`src/rtl/snn_bus_pkg.sv`:
```
// Shared types and address-field positions for the two-core SNN bus initiator.
package snn_bus_pkg;

    localparam int unsigned ADDR_W     = 32;
    localparam int unsigned DATA_W     = 32;
    localparam int unsigned OFFSET_W   = 16;
    localparam int unsigned CORE_BIT   = 16;
    localparam int unsigned REGION_LSB = 17;
    localparam int unsigned REGION_MSB = 18;

    typedef enum logic [1:0] {
        SPIKE_IN    = 2'b00,
        PARAM_IN    = 2'b01,
        SPIKE_OUT   = 2'b10,
        ENABLE_CALC = 2'b11
    } region_e;

    typedef enum logic [1:0] {
        ST_IDLE   = 2'd0,
        ST_REQ    = 2'd1,
        ST_WAIT_R = 2'd2,
        ST_RSP    = 2'd3
    } state_e;

    // Latched command payload
    typedef struct packed {
        logic                core;
        logic                bcast;
        region_e             region;
        logic [OFFSET_W-1:0] offset;
        logic [DATA_W-1:0]   wdata;
    } cmd_t;

endpackage

```
`src/rtl/snn_bus_initiator_if.sv`:
```
// Command/response and bus handshake bundle; master is the initiator's view.
interface snn_bus_initiator_if;
    import snn_bus_pkg::*;

    logic                cmd_valid_i;
    logic                cmd_ready_o;
    logic                cmd_core_i;
    logic                cmd_bcast_i;
    logic [1:0]          cmd_region_i;
    logic [OFFSET_W-1:0] cmd_offset_i;
    logic [DATA_W-1:0]   cmd_wdata_i;
    logic                rsp_valid_o;
    logic                rsp_err_o;
    logic [DATA_W-1:0]   rsp_data_o;
    logic                bus_req_o;
    logic                bus_we_o;
    logic [ADDR_W-1:0]   bus_addr_o;
    logic [DATA_W-1:0]   bus_wdata_o;
    logic                bus_gnt_i;
    logic                bus_rvalid_i;
    logic [DATA_W-1:0]   bus_rdata_i;

    modport master (
        input  cmd_valid_i, cmd_core_i, cmd_bcast_i, cmd_region_i, cmd_offset_i, cmd_wdata_i,
        input  bus_gnt_i, bus_rvalid_i, bus_rdata_i,
        output cmd_ready_o, rsp_valid_o, rsp_err_o, rsp_data_o,
        output bus_req_o, bus_we_o, bus_addr_o, bus_wdata_o
    );

    modport slave (
        output cmd_valid_i, cmd_core_i, cmd_bcast_i, cmd_region_i, cmd_offset_i, cmd_wdata_i,
        output bus_gnt_i, bus_rvalid_i, bus_rdata_i,
        input  cmd_ready_o, rsp_valid_o, rsp_err_o, rsp_data_o,
        input  bus_req_o, bus_we_o, bus_addr_o, bus_wdata_o
    );

endinterface

```
`src/rtl/snn_addr_encode.sv`:
```
// Core/region/offset to 32-bit bus address; inverse of the decoder's bit mapping.
module snn_addr_encode
    import snn_bus_pkg::*;
(
    input  logic                core_i,
    input  region_e             region_i,
    input  logic [OFFSET_W-1:0] offset_i,
    output logic [ADDR_W-1:0]   addr_o
);

    always_comb begin
        addr_o                        = '0;
        addr_o[OFFSET_W-1:0]          = offset_i;
        addr_o[CORE_BIT]              = core_i;
        addr_o[REGION_MSB:REGION_LSB] = region_i;
    end

endmodule

```
`src/rtl/snn_bus_initiator.sv`:
```
// Host-side initiator: turns commands into request/grant bus beats (with
// optional two-core broadcast) and returns exactly one response per command.
module snn_bus_initiator
    import snn_bus_pkg::*;
#(
    parameter int unsigned TIMEOUT = 255
) (
    input  logic                clk_i,
    input  logic                rst_ni,
    snn_bus_initiator_if.master bus_if
);

    localparam int unsigned         CNT_W    = (TIMEOUT < 2) ? 1 : $clog2(TIMEOUT);
    localparam logic [CNT_W-1:0]    CNT_LAST = CNT_W'(TIMEOUT - 1);

    state_e              state_q, state_d;
    cmd_t                cmd_q, cmd_d;
    logic [CNT_W-1:0]    cnt_q, cnt_d;
    logic                rsp_err_set;
    logic [DATA_W-1:0]   rsp_data_set;
    logic [ADDR_W-1:0]   enc_addr;

    logic                bus_req_q, bus_req_d;
    logic                bus_we_q, bus_we_d;
    logic [ADDR_W-1:0]   bus_addr_q, bus_addr_d;
    logic [DATA_W-1:0]   bus_wdata_q, bus_wdata_d;
    logic                rsp_valid_q, rsp_valid_d;
    logic                rsp_err_q, rsp_err_d;
    logic [DATA_W-1:0]   rsp_data_q, rsp_data_d;

    snn_addr_encode u_addr_encode (
        .core_i   (cmd_d.core),
        .region_i (cmd_d.region),
        .offset_i (cmd_d.offset),
        .addr_o   (enc_addr)
    );

    // State and registered outputs
    always_ff @(posedge clk_i) begin
        if (!rst_ni) begin
            state_q     <= ST_IDLE;
            cmd_q       <= '0;
            cnt_q       <= '0;
            bus_req_q   <= 1'b0;
            bus_we_q    <= 1'b0;
            bus_addr_q  <= '0;
            bus_wdata_q <= '0;
            rsp_valid_q <= 1'b0;
            rsp_err_q   <= 1'b0;
            rsp_data_q  <= '0;
        end else begin
            state_q     <= state_d;
            cmd_q       <= cmd_d;
            cnt_q       <= cnt_d;
            bus_req_q   <= bus_req_d;
            bus_we_q    <= bus_we_d;
            bus_addr_q  <= bus_addr_d;
            bus_wdata_q <= bus_wdata_d;
            rsp_valid_q <= rsp_valid_d;
            rsp_err_q   <= rsp_err_d;
            rsp_data_q  <= rsp_data_d;
        end
    end

    // Next state, command latch and wait counter
    always_comb begin
        state_d      = state_q;
        cmd_d        = cmd_q;
        cnt_d        = cnt_q;
        rsp_err_set  = 1'b0;
        rsp_data_set = '0;
        case (state_q)
            ST_IDLE: begin
                if (bus_if.cmd_valid_i) begin
                    cmd_d.core   = bus_if.cmd_core_i & ~bus_if.cmd_bcast_i;
                    cmd_d.bcast  = bus_if.cmd_bcast_i;
                    cmd_d.region = region_e'(bus_if.cmd_region_i);
                    cmd_d.offset = bus_if.cmd_offset_i;
                    cmd_d.wdata  = bus_if.cmd_wdata_i;
                    cnt_d        = '0;
                    // A broadcast read has no meaning; reject without bus traffic
                    if (bus_if.cmd_bcast_i && (region_e'(bus_if.cmd_region_i) == SPIKE_OUT)) begin
                        state_d     = ST_RSP;
                        rsp_err_set = 1'b1;
                    end else begin
                        state_d = ST_REQ;
                    end
                end
            end
            ST_REQ: begin
                if (bus_if.bus_gnt_i) begin
                    cnt_d = '0;
                    if (cmd_q.region == SPIKE_OUT) begin
                        state_d = ST_WAIT_R;
                    end else if (cmd_q.bcast && !cmd_q.core) begin
                        cmd_d.core = 1'b1;
                    end else begin
                        state_d = ST_RSP;
                    end
                end else if (cnt_q == CNT_LAST) begin
                    state_d     = ST_RSP;
                    rsp_err_set = 1'b1;
                end else begin
                    cnt_d = cnt_q + CNT_W'(1);
                end
            end
            ST_WAIT_R: begin
                if (bus_if.bus_rvalid_i) begin
                    state_d      = ST_RSP;
                    rsp_data_set = bus_if.bus_rdata_i;
                end else if (cnt_q == CNT_LAST) begin
                    state_d     = ST_RSP;
                    rsp_err_set = 1'b1;
                end else begin
                    cnt_d = cnt_q + CNT_W'(1);
                end
            end
            ST_RSP:  state_d = ST_IDLE;
            default: state_d = ST_IDLE;
        endcase
    end

    // Output next values; bus fields hold outside REQ
    always_comb begin
        bus_req_d   = (state_d == ST_REQ);
        bus_addr_d  = bus_addr_q;
        bus_we_d    = bus_we_q;
        bus_wdata_d = bus_wdata_q;
        if (state_d == ST_REQ) begin
            bus_addr_d  = enc_addr;
            bus_we_d    = (cmd_d.region != SPIKE_OUT);
            bus_wdata_d = cmd_d.wdata;
        end
        rsp_valid_d = (state_d == ST_RSP);
        rsp_err_d   = rsp_err_set;
        rsp_data_d  = rsp_data_set;
    end

    assign bus_if.cmd_ready_o = (state_q == ST_IDLE);
    assign bus_if.rsp_valid_o = rsp_valid_q;
    assign bus_if.rsp_err_o   = rsp_err_q;
    assign bus_if.rsp_data_o  = rsp_data_q;
    assign bus_if.bus_req_o   = bus_req_q;
    assign bus_if.bus_we_o    = bus_we_q;
    assign bus_if.bus_addr_o  = bus_addr_q;
    assign bus_if.bus_wdata_o = bus_wdata_q;

endmodule

```
`src/flat_wrapper.sv`:
```
// flat-port wrapper written by rule: the top's interface ports become plain ports
module snn_bus_initiator_flat import snn_bus_pkg::*;
#(
    parameter int unsigned TIMEOUT = 255
)
  (clk_i, rst_ni, bus_if_cmd_valid_i, bus_if_cmd_core_i, bus_if_cmd_bcast_i, bus_if_cmd_region_i, bus_if_cmd_offset_i, bus_if_cmd_wdata_i, bus_if_bus_gnt_i, bus_if_bus_rvalid_i, bus_if_bus_rdata_i, bus_if_cmd_ready_o, bus_if_rsp_valid_o, bus_if_rsp_err_o, bus_if_rsp_data_o, bus_if_bus_req_o, bus_if_bus_we_o, bus_if_bus_addr_o, bus_if_bus_wdata_o);
  snn_bus_initiator_if bus_if_i ();
  input  logic clk_i;
  input  logic rst_ni;
  input wire logic [$bits(bus_if_i.cmd_valid_i)-1:0] bus_if_cmd_valid_i;
  input wire logic [$bits(bus_if_i.cmd_core_i)-1:0] bus_if_cmd_core_i;
  input wire logic [$bits(bus_if_i.cmd_bcast_i)-1:0] bus_if_cmd_bcast_i;
  input wire logic [$bits(bus_if_i.cmd_region_i)-1:0] bus_if_cmd_region_i;
  input wire logic [$bits(bus_if_i.cmd_offset_i)-1:0] bus_if_cmd_offset_i;
  input wire logic [$bits(bus_if_i.cmd_wdata_i)-1:0] bus_if_cmd_wdata_i;
  input wire logic [$bits(bus_if_i.bus_gnt_i)-1:0] bus_if_bus_gnt_i;
  input wire logic [$bits(bus_if_i.bus_rvalid_i)-1:0] bus_if_bus_rvalid_i;
  input wire logic [$bits(bus_if_i.bus_rdata_i)-1:0] bus_if_bus_rdata_i;
  output wire logic [$bits(bus_if_i.cmd_ready_o)-1:0] bus_if_cmd_ready_o;
  output wire logic [$bits(bus_if_i.rsp_valid_o)-1:0] bus_if_rsp_valid_o;
  output wire logic [$bits(bus_if_i.rsp_err_o)-1:0] bus_if_rsp_err_o;
  output wire logic [$bits(bus_if_i.rsp_data_o)-1:0] bus_if_rsp_data_o;
  output wire logic [$bits(bus_if_i.bus_req_o)-1:0] bus_if_bus_req_o;
  output wire logic [$bits(bus_if_i.bus_we_o)-1:0] bus_if_bus_we_o;
  output wire logic [$bits(bus_if_i.bus_addr_o)-1:0] bus_if_bus_addr_o;
  output wire logic [$bits(bus_if_i.bus_wdata_o)-1:0] bus_if_bus_wdata_o;
  assign bus_if_i.cmd_valid_i = bus_if_cmd_valid_i;
  assign bus_if_i.cmd_core_i = bus_if_cmd_core_i;
  assign bus_if_i.cmd_bcast_i = bus_if_cmd_bcast_i;
  assign bus_if_i.cmd_region_i = bus_if_cmd_region_i;
  assign bus_if_i.cmd_offset_i = bus_if_cmd_offset_i;
  assign bus_if_i.cmd_wdata_i = bus_if_cmd_wdata_i;
  assign bus_if_i.bus_gnt_i = bus_if_bus_gnt_i;
  assign bus_if_i.bus_rvalid_i = bus_if_bus_rvalid_i;
  assign bus_if_i.bus_rdata_i = bus_if_bus_rdata_i;
  assign bus_if_cmd_ready_o = bus_if_i.cmd_ready_o;
  assign bus_if_rsp_valid_o = bus_if_i.rsp_valid_o;
  assign bus_if_rsp_err_o = bus_if_i.rsp_err_o;
  assign bus_if_rsp_data_o = bus_if_i.rsp_data_o;
  assign bus_if_bus_req_o = bus_if_i.bus_req_o;
  assign bus_if_bus_we_o = bus_if_i.bus_we_o;
  assign bus_if_bus_addr_o = bus_if_i.bus_addr_o;
  assign bus_if_bus_wdata_o = bus_if_i.bus_wdata_o;
  snn_bus_initiator #(.TIMEOUT(TIMEOUT)) u_core (.clk_i(clk_i), .rst_ni(rst_ni), .bus_if(bus_if_i));
endmodule
```
`config.mk`:
```
export PLATFORM = sky130hd
export DESIGN_NAME = snn_bus_initiator_flat
export DESIGN_NICKNAME = d
export VERILOG_FILES = /design/src/rtl/snn_bus_pkg.sv /design/src/rtl/snn_bus_initiator_if.sv /design/src/rtl/snn_addr_encode.sv /design/src/rtl/snn_bus_initiator.sv /design/src/flat_wrapper.sv
export SDC_FILE = /design/constraint.sdc
export NUM_CORES = 1
export LEC_CHECK = 0
export CAP_MARGIN = 30
export CORE_MARGIN = 2
export CORE_UTILIZATION = 42
export DETAILED_ROUTE_END_ITERATION = 8
export GPL_TIMING_DRIVEN = 0
export PLACE_DENSITY = 0.77
export SYNTH_ARGS = -nofsm -noshare
export SYNTH_HDL_FRONTEND = slang
export SYNTH_SLANG_ARGS = --single-unit
```
`constraint.sdc`:
```
create_clock -name clk_i -period 2.15 [get_ports clk_i]
set_input_delay 0.215 -clock clk_i [delete_from_list [all_inputs] [get_ports clk_i]]
set_output_delay 0.215 -clock clk_i [all_outputs]
set_load 0.05 [all_outputs]
```
==> impl_results.md, run 1 <==
* Setup-failing EPs final at 0
* Reg2Reg Depth at 9
* Hpwl dp at 10.8 mm
* Maximum VDD drop at 0.000763 V
* Seq/Total Area, Yosys at 50.2%
* Top_reg_cell synth: dfxtp_1
* Slew margin rel. at 57.9%
* CP Launch Type: flop
* Most frequent cell after synthesis: dfxtp_1
* GRT met3 Usage at 6.55%
* Pwr dens at 1340 mW/mm²
* Layout cell share with drive strength beyond 1 at 17.4%
* Routed Wire Length at 15.2 mm
* Filler cell count at 1144
* Clock Path Buffers at 2
* DR vias at 4698
* Drt wl/cell at 15.5 µm
* Most heavily used metal layer in global routing: met2
* Post-synth EDFFs at 0
* Crit path max fanout at 10
* Global-route wire length before repair at 23.4 mm
* CTS sink count at 149
* Core area at 0.0139 mm²
* Clk_skew at 0.00985 ns
* Layout area overhead at 46.8%
* Site Rows at 43
* Main area contributors after synthesis: dfxtp_1, mux2_4, and2_1
* Max cap viols at 0
* FF+latch count, synth at 149
* GRT Total Usage at 20.0%
* DRT Pass-1 Iters at 5
* FMAX at 479 MHz
* Worst Tran Pin Value at 0.627 ns
* Nets at 883
* Die Ht at 123 µm
* WS Path Type: reg2reg
* Gpl congestion at 0.837
* Fin. Hold Viols at 0
* Synth Warn # at 0
* Ant. Diodes at 0
* Post-synthesis instance area at 0.00595 mm²
* Yosys top cell by area: dfxtp_1
* Area share of the largest cell type after synthesis at 50.2%
* Status: complete, no violations
* RSZ-0062 raised after global routing: yes
* Largest net degree at the start of global routing at 17
* Worst min-delay path class: in2reg
* Post-synth top cells: dfxtp_1, nand2_1, and2_1
* WP data arrival at 2.39 ns
* Mapped Cells at 580
* Worst-path clk slew at 0.06 ns
* Final Instance Area at 0.00873 mm²
* WHS Path Cells at 2
* Cell variety after synth at 38
* Initial antenna violation count at 0
* Inserted Clock Buffers at 17
* Port Buf Inserts at 175
* Crit path capture type: flop
* Min cycle time layout at 2.09 ns
* CTS H-tree lvls at 4
* Detailed router's first-iteration violation count at 247
* Die ar. at 0.0151 mm²
* Drc violations at 0
* Max Slew Vio Count at 0
* Dpl cell area at 0.00798 mm²
* Tcrit/Tclk final at 97.1%
* Req. time, crit path at 2.45 ns
* Met2 Use GR at 33.7%
* Post-DRT Antenna Nets at 0
* CTS tree: yes
* CTS Root Cell: clkbuf_16
* Initial Util at 42.8%
* Vias/cell at 4.79
* Post-Syn Area per Cell at 10.3 µm²
* Leak at 0.00351 µW
* Total global routing overflow at 0
* CTS Hold Buffers Added at 0
* Vias in the first global route at 4757
* Io pins at 190
* Width of the chip at 123 µm
* Inst Count DP at 947
* Finished Layout Cells at 981
* Worst-Skew Late Latency at 0.42 ns
* Ys async rst share at 0%
* Met1 Use GR at 24.1%
==> final timing paths <==
kind / from / to / slack (ns)
max: u_core.cnt_q[0] / u_core.bus_if.bus_wdata_o[12] / 0.06
min: rst_ni / u_core.cnt_q[0] / 0.23
max reg2reg: u_core.cnt_q[0] / u_core.bus_if.bus_wdata_o[12] / 0.06
min reg2reg: u_core.cmd_q[0] / u_core.cmd_q[0] / 0.48
==> cell type report <==
class	instances	area, µm²	share of cell area (%)
buffer	47	324	3.71
inverter	6	22.5	0.258
clock buffer	19	453	5.19
multi-input combinational	389	2770	31.7
sequential	149	2990	34.3
timing repair buffer	178	1790	20.4
clock inverter	13	156	1.79
tap	180	225	2.58
==> critical path: stages (launching register included) <==
cell and delay (ns):
dfxtp_4 0.37, inv_1 0.07, ha_1 0.16, and3_4 0.23, a21oi_1 0.07, o221a_2 0.29, o21ai_4 0.15, buf_12 0.16
buf_12 0.15, mux2_4 0.32
==> registers in the layout (all words and copies together), names as in the netlist <==
register / cells
u_core.bus_if.bus_we_o: 1
u_core.cmd_q: 52
u_core.bus_if.rsp_valid_o: 1
u_core.cnt_q: 8
u_core.bus_if.rsp_data_o: 32
u_core.state_q: 2
u_core.bus_if.bus_addr_o: 19
u_core.bus_if.rsp_err_o: 1
u_core.bus_if.bus_wdata_o: 32
u_core.bus_if.bus_req_o: 1
==> timing repair <==
| action | 4_1_cts | 5_1_grt |
|---|---|---|
| pin swaps | 2 | 3 |
| gates resized for setup | 21 | 20 |
| buffers inserted | 1 | 2 |
| setup endpoints to repair | 99 | 51 |
==> stage by stage <==
| stage | hold slack (ns) | setup WS [ns] | utilization (%) | total power (µW) | setup TNS [ns] |
|---|---|---|---|---|---|
| floorplan | 0.337 | 0.0335 | - | 6960 | 0 |
| global placement | 0.456 | -0.206 | 57.5 | 8250 | -10.39 |
| detailed placement | 0.472 | -0.315 | 57.5 | 8360 | -17.67 |
| CTS | 0.199 | -0.000391 | 62.3 | 11600 | -0.000391 |
| global route | 0.279 | -0.0172 | 62.9 | 12300 | -0.0396 |
| finish | 0.234 | 0.0625 | 62.9 | 11700 | 0 |
==> cells by family after synthesis <==
group / after synthesis / share of synthesized area, %
simple gates: 232 / 19.7
flops: 149 / 50.2
compound gates: 86 / 11.0
buf+inv: 54 / 4.92
mux: 52 / 12.9
fa+ha+maj: 6 / 1.26
other cells: 1 / 0.0631
==> placed cells by master, fill, tap and decap left out, drive strengths merged, types with 7 or more instances in the layout <==
cell	n
mux2	51
and2	87
nand2	114
dfxtp	149
buf	23
a21boi	53
o21ai	7
o221a	7
a21oi	9
conb	13
clkbuf	46
nor2b	7
clkdlybuf4s50	174
==> layer usage <==
| metal | part of all wire (%) | routed length (µm) |
|---|---|---|
| met1 | 42 | 6310 |
| met2 | 51 | 7670 |
| met3 | 6.4 | 977 |
| met4 | 1.4 | 206 |
| met5 | 0 | 0 |
==> power by group <==
part / leakage [µW] / switching, µW / internal, µW
logic: 0.00201 / 2960 / 2220
registers: 0.00122 / 246 / 3290
clock network: 0.000287 / 1140 / 1880
total: 0.00351 / 4350 / 7380
Note: power is estimated with default switching activity, not from simulation.
==> run 2, diff against run 1 <==
CORE_MARGIN = default   (was 2)
CORE_UTILIZATION = 50   (was 42)
PLACE_DENSITY = 0.86   (was 0.77)
clock period = 2.6 ns   (was 2.15 ns; I/O delays follow)
==> run 2 against run 1 <==
Effect of this change:
- the run now ends with design-rule violations left
- count of clock-buffer cells in the layout is 6 higher
- first-iteration DRC count is 9.7% higher
- hold slack better by 0.034 ns
- power is 19% lower
- combinational power is 24% lower
- non-clock buffer count is 2 lower
- critical path type unchanged
- largest cell class unchanged
==> impl_results.md, run 2 (synthesis gave the netlist of run 1 again) <==
* Io pins at 190
* Vias/cell at 5.07
* Total global routing overflow at 0
* Crit path capture type: flop
* Worst-path clk slew at 0.06 ns
* Drc violations at 37
* Inst Count DP at 910
* Met2 wire length at 7.31 mm
* DRT Pass-1 Iters at 6
* Core area at 0.0115 mm²
* Reg-to-Reg Start: u_core.state_q[0]
* Routed length on met3 at 1.22 mm
* FMAX at 406 MHz
* DR vias at 4779
* Inserted Clock Buffers at 17
* Slew margin rel. at 57.5%
* Violated checks: design-rule violations
* End of the worst register-to-register path: u_core.bus_if.bus_addr_o[2]
* CP Launch Type: flop
* Clock Path Buffers at 2
* Max reg flops at 52
* Max Slew Vio Count at 0
* Most common cell after layout, fill and taps aside: clkdlybuf4s50_1
* Initial antenna violation count at 0
* CP max-delay cell: dfxtp_1
* Fin. Hold Viols at 0
* Finished Layout Cells at 942
* CTS sink count at 149
* Post-CTS setup buffer count at 0
* Reg2Reg Depth at 7
* Pwr dens at 1110 mW/mm²
* Max incr delay on CP at 0.44 ns
* Req. time, crit path at 2.91 ns
* RSZ-0062 raised after global routing: no
* Drt wl/cell at 15.9 µm
* Die Ht at 111 µm
* Worst Min Path Start: rst_ni
* CTS tree: yes
* GRT Total Usage at 25.0%
* Clk_skew at 0.0101 ns
* Top layer in use: met4
* Hold EP: u_core.cnt_q[0]
* Detailed router's first-iteration violation count at 271
* Min cycle time layout at 2.46 ns
* Filler cell count at 785
* Final Instance Area at 0.00858 mm²
* CTS Root Cell: clkbuf_16
* Layout area overhead at 44.3%
* Port Buf Inserts at 175
* Max cap viols at 0
* WS Path Type: reg2reg
* Met1 wire length at 6.06 mm
* Leak at 0.00349 µW
* Worst-Skew Late Latency at 0.42 ns
* Nets at 881
* Site Rows at 39
* WHS Path Cells at 2
* Worst Tran Pin Value at 0.634 ns
* Dpl cell area at 0.00792 mm²
* Gpl congestion at 0.833
* Reg with most FFs: u_core.cmd_q
* Reg-to-reg setup timing slack at 0.14 ns
* Worst min-delay path class: in2reg
* Vias in the first global route at 4939
* Global-route wire length before repair at 24.2 mm
* Layout cell share with drive strength beyond 1 at 14.3%
* Tcrit/Tclk final at 94.7%
* Routed Wire Length at 15.0 mm
* Die ar. at 0.0123 mm²
* Width of the chip at 111 µm
* Status: complete, but fails checks
* Most frequent cells in the layout: clkdlybuf4s50_1, dfxtp_1, nand2_1, and2_1, a21boi_0
* CTS Hold Buffers Added at 0
* Fin Setup TNS at 0 ns
* Largest net degree at the start of global routing at 17
* Maximum VDD drop at 0.000643 V
* Ant. Diodes at 0
* Hpwl dp at 10.8 mm
* Crit path max fanout at 10
* CTS H-tree lvls at 4
* Initial Util at 51.6%
* Setup-failing EPs final at 0
* CTS resizes at 0
* CP cell instances: inv_1 > ha_1 > a211oi_1 > o31ai_4 > o21ai_4 > buf_6 > mux2_4
* WP data arrival at 2.77 ns
* Post-DRT Antenna Nets at 0
-- run 2: cell types whose count changed in the layout (fill, tap and decap cells not counted), sizes merged --
cell           previous run  this run
buf                      23        19
dlygate4sd2               1         0
clkinv                    5         2
clkinvlp                  5         1
bufinv                    3         4
clkbuf                   46        54
clkdlybuf4s50           174       175
-- run 2: worst max-delay path by stage --
stage | startpoint | to | cells after the start
floorplan | u_core.state_q[0] | u_core.cnt_q[2] | 8
global placement | bus_if_bus_gnt_i | u_core.bus_if.bus_addr_o[17] | 7
detailed placement | bus_if_bus_gnt_i | u_core.bus_if.bus_wdata_o[27] | 7
CTS | u_core.state_q[0] | u_core.cnt_q[5] | 8
global route | u_core.state_q[0] | u_core.bus_if.bus_addr_o[15] | 8
finish | u_core.state_q[0] | u_core.bus_if.bus_addr_o[2] | 7
-- run 2: power breakdown --
part | total, µW | leakage, µW | switching [µW] | internal [µW]
Combinational | 3950 | 0.00196 | 2370 | 1580
Sequential | 2910 | 0.00121 | 198 | 2710
Clock | 2650 | 0.000314 | 917 | 1740
Total | 9510 | 0.00349 | 3490 | 6030
-- run 2: cell type report --
type | instances | area, µm² | area share, %
Sequential cell | 149 | 2980 | 34.8
Multi-Input combinational cell | 389 | 2720 | 31.7
Timing Repair Buffer | 175 | 1750 | 20.4
Clock buffer | 25 | 505 | 5.89
Buffer | 48 | 277 | 3.22
Tap cell | 143 | 179 | 2.09
Clock inverter | 7 | 141 | 1.65
Inverter | 6 | 22.5 | 0.263
-- run 2: through the flow --
step           setup WS, ns  hold WS (ns)  power [µW]  utilization [%]
3_5_place_dp         0.0432         0.454        6860             68.8
6_report              0.137         0.268        9510             74.5
5_1_grt              0.0140         0.287        9910             74.5
3_3_place_gp         0.0938         0.448        6780             68.8
2_1_floorplan         0.264         0.382        5740                -
4_1_cts              0.0319         0.253        9520             74.4
-- run 2: per-layer routing --
layer,track usage (%),vias up
met5,0,-
li1,-,2302
met3,7.49,35
met2,43.5,208
met1,28.0,2234
met4,11.6,0
-- run 2: worst max-delay path, delay by kind of cell, from the launching register on --
kind	cells	cell delay (ns)
AO/OA/AOI/OAI	3	0.95
adder cells (fa/ha/maj)	1	0.28
buffers and inverters	2	0.36
flip-flops	1	0.44
multiplexers	1	0.32
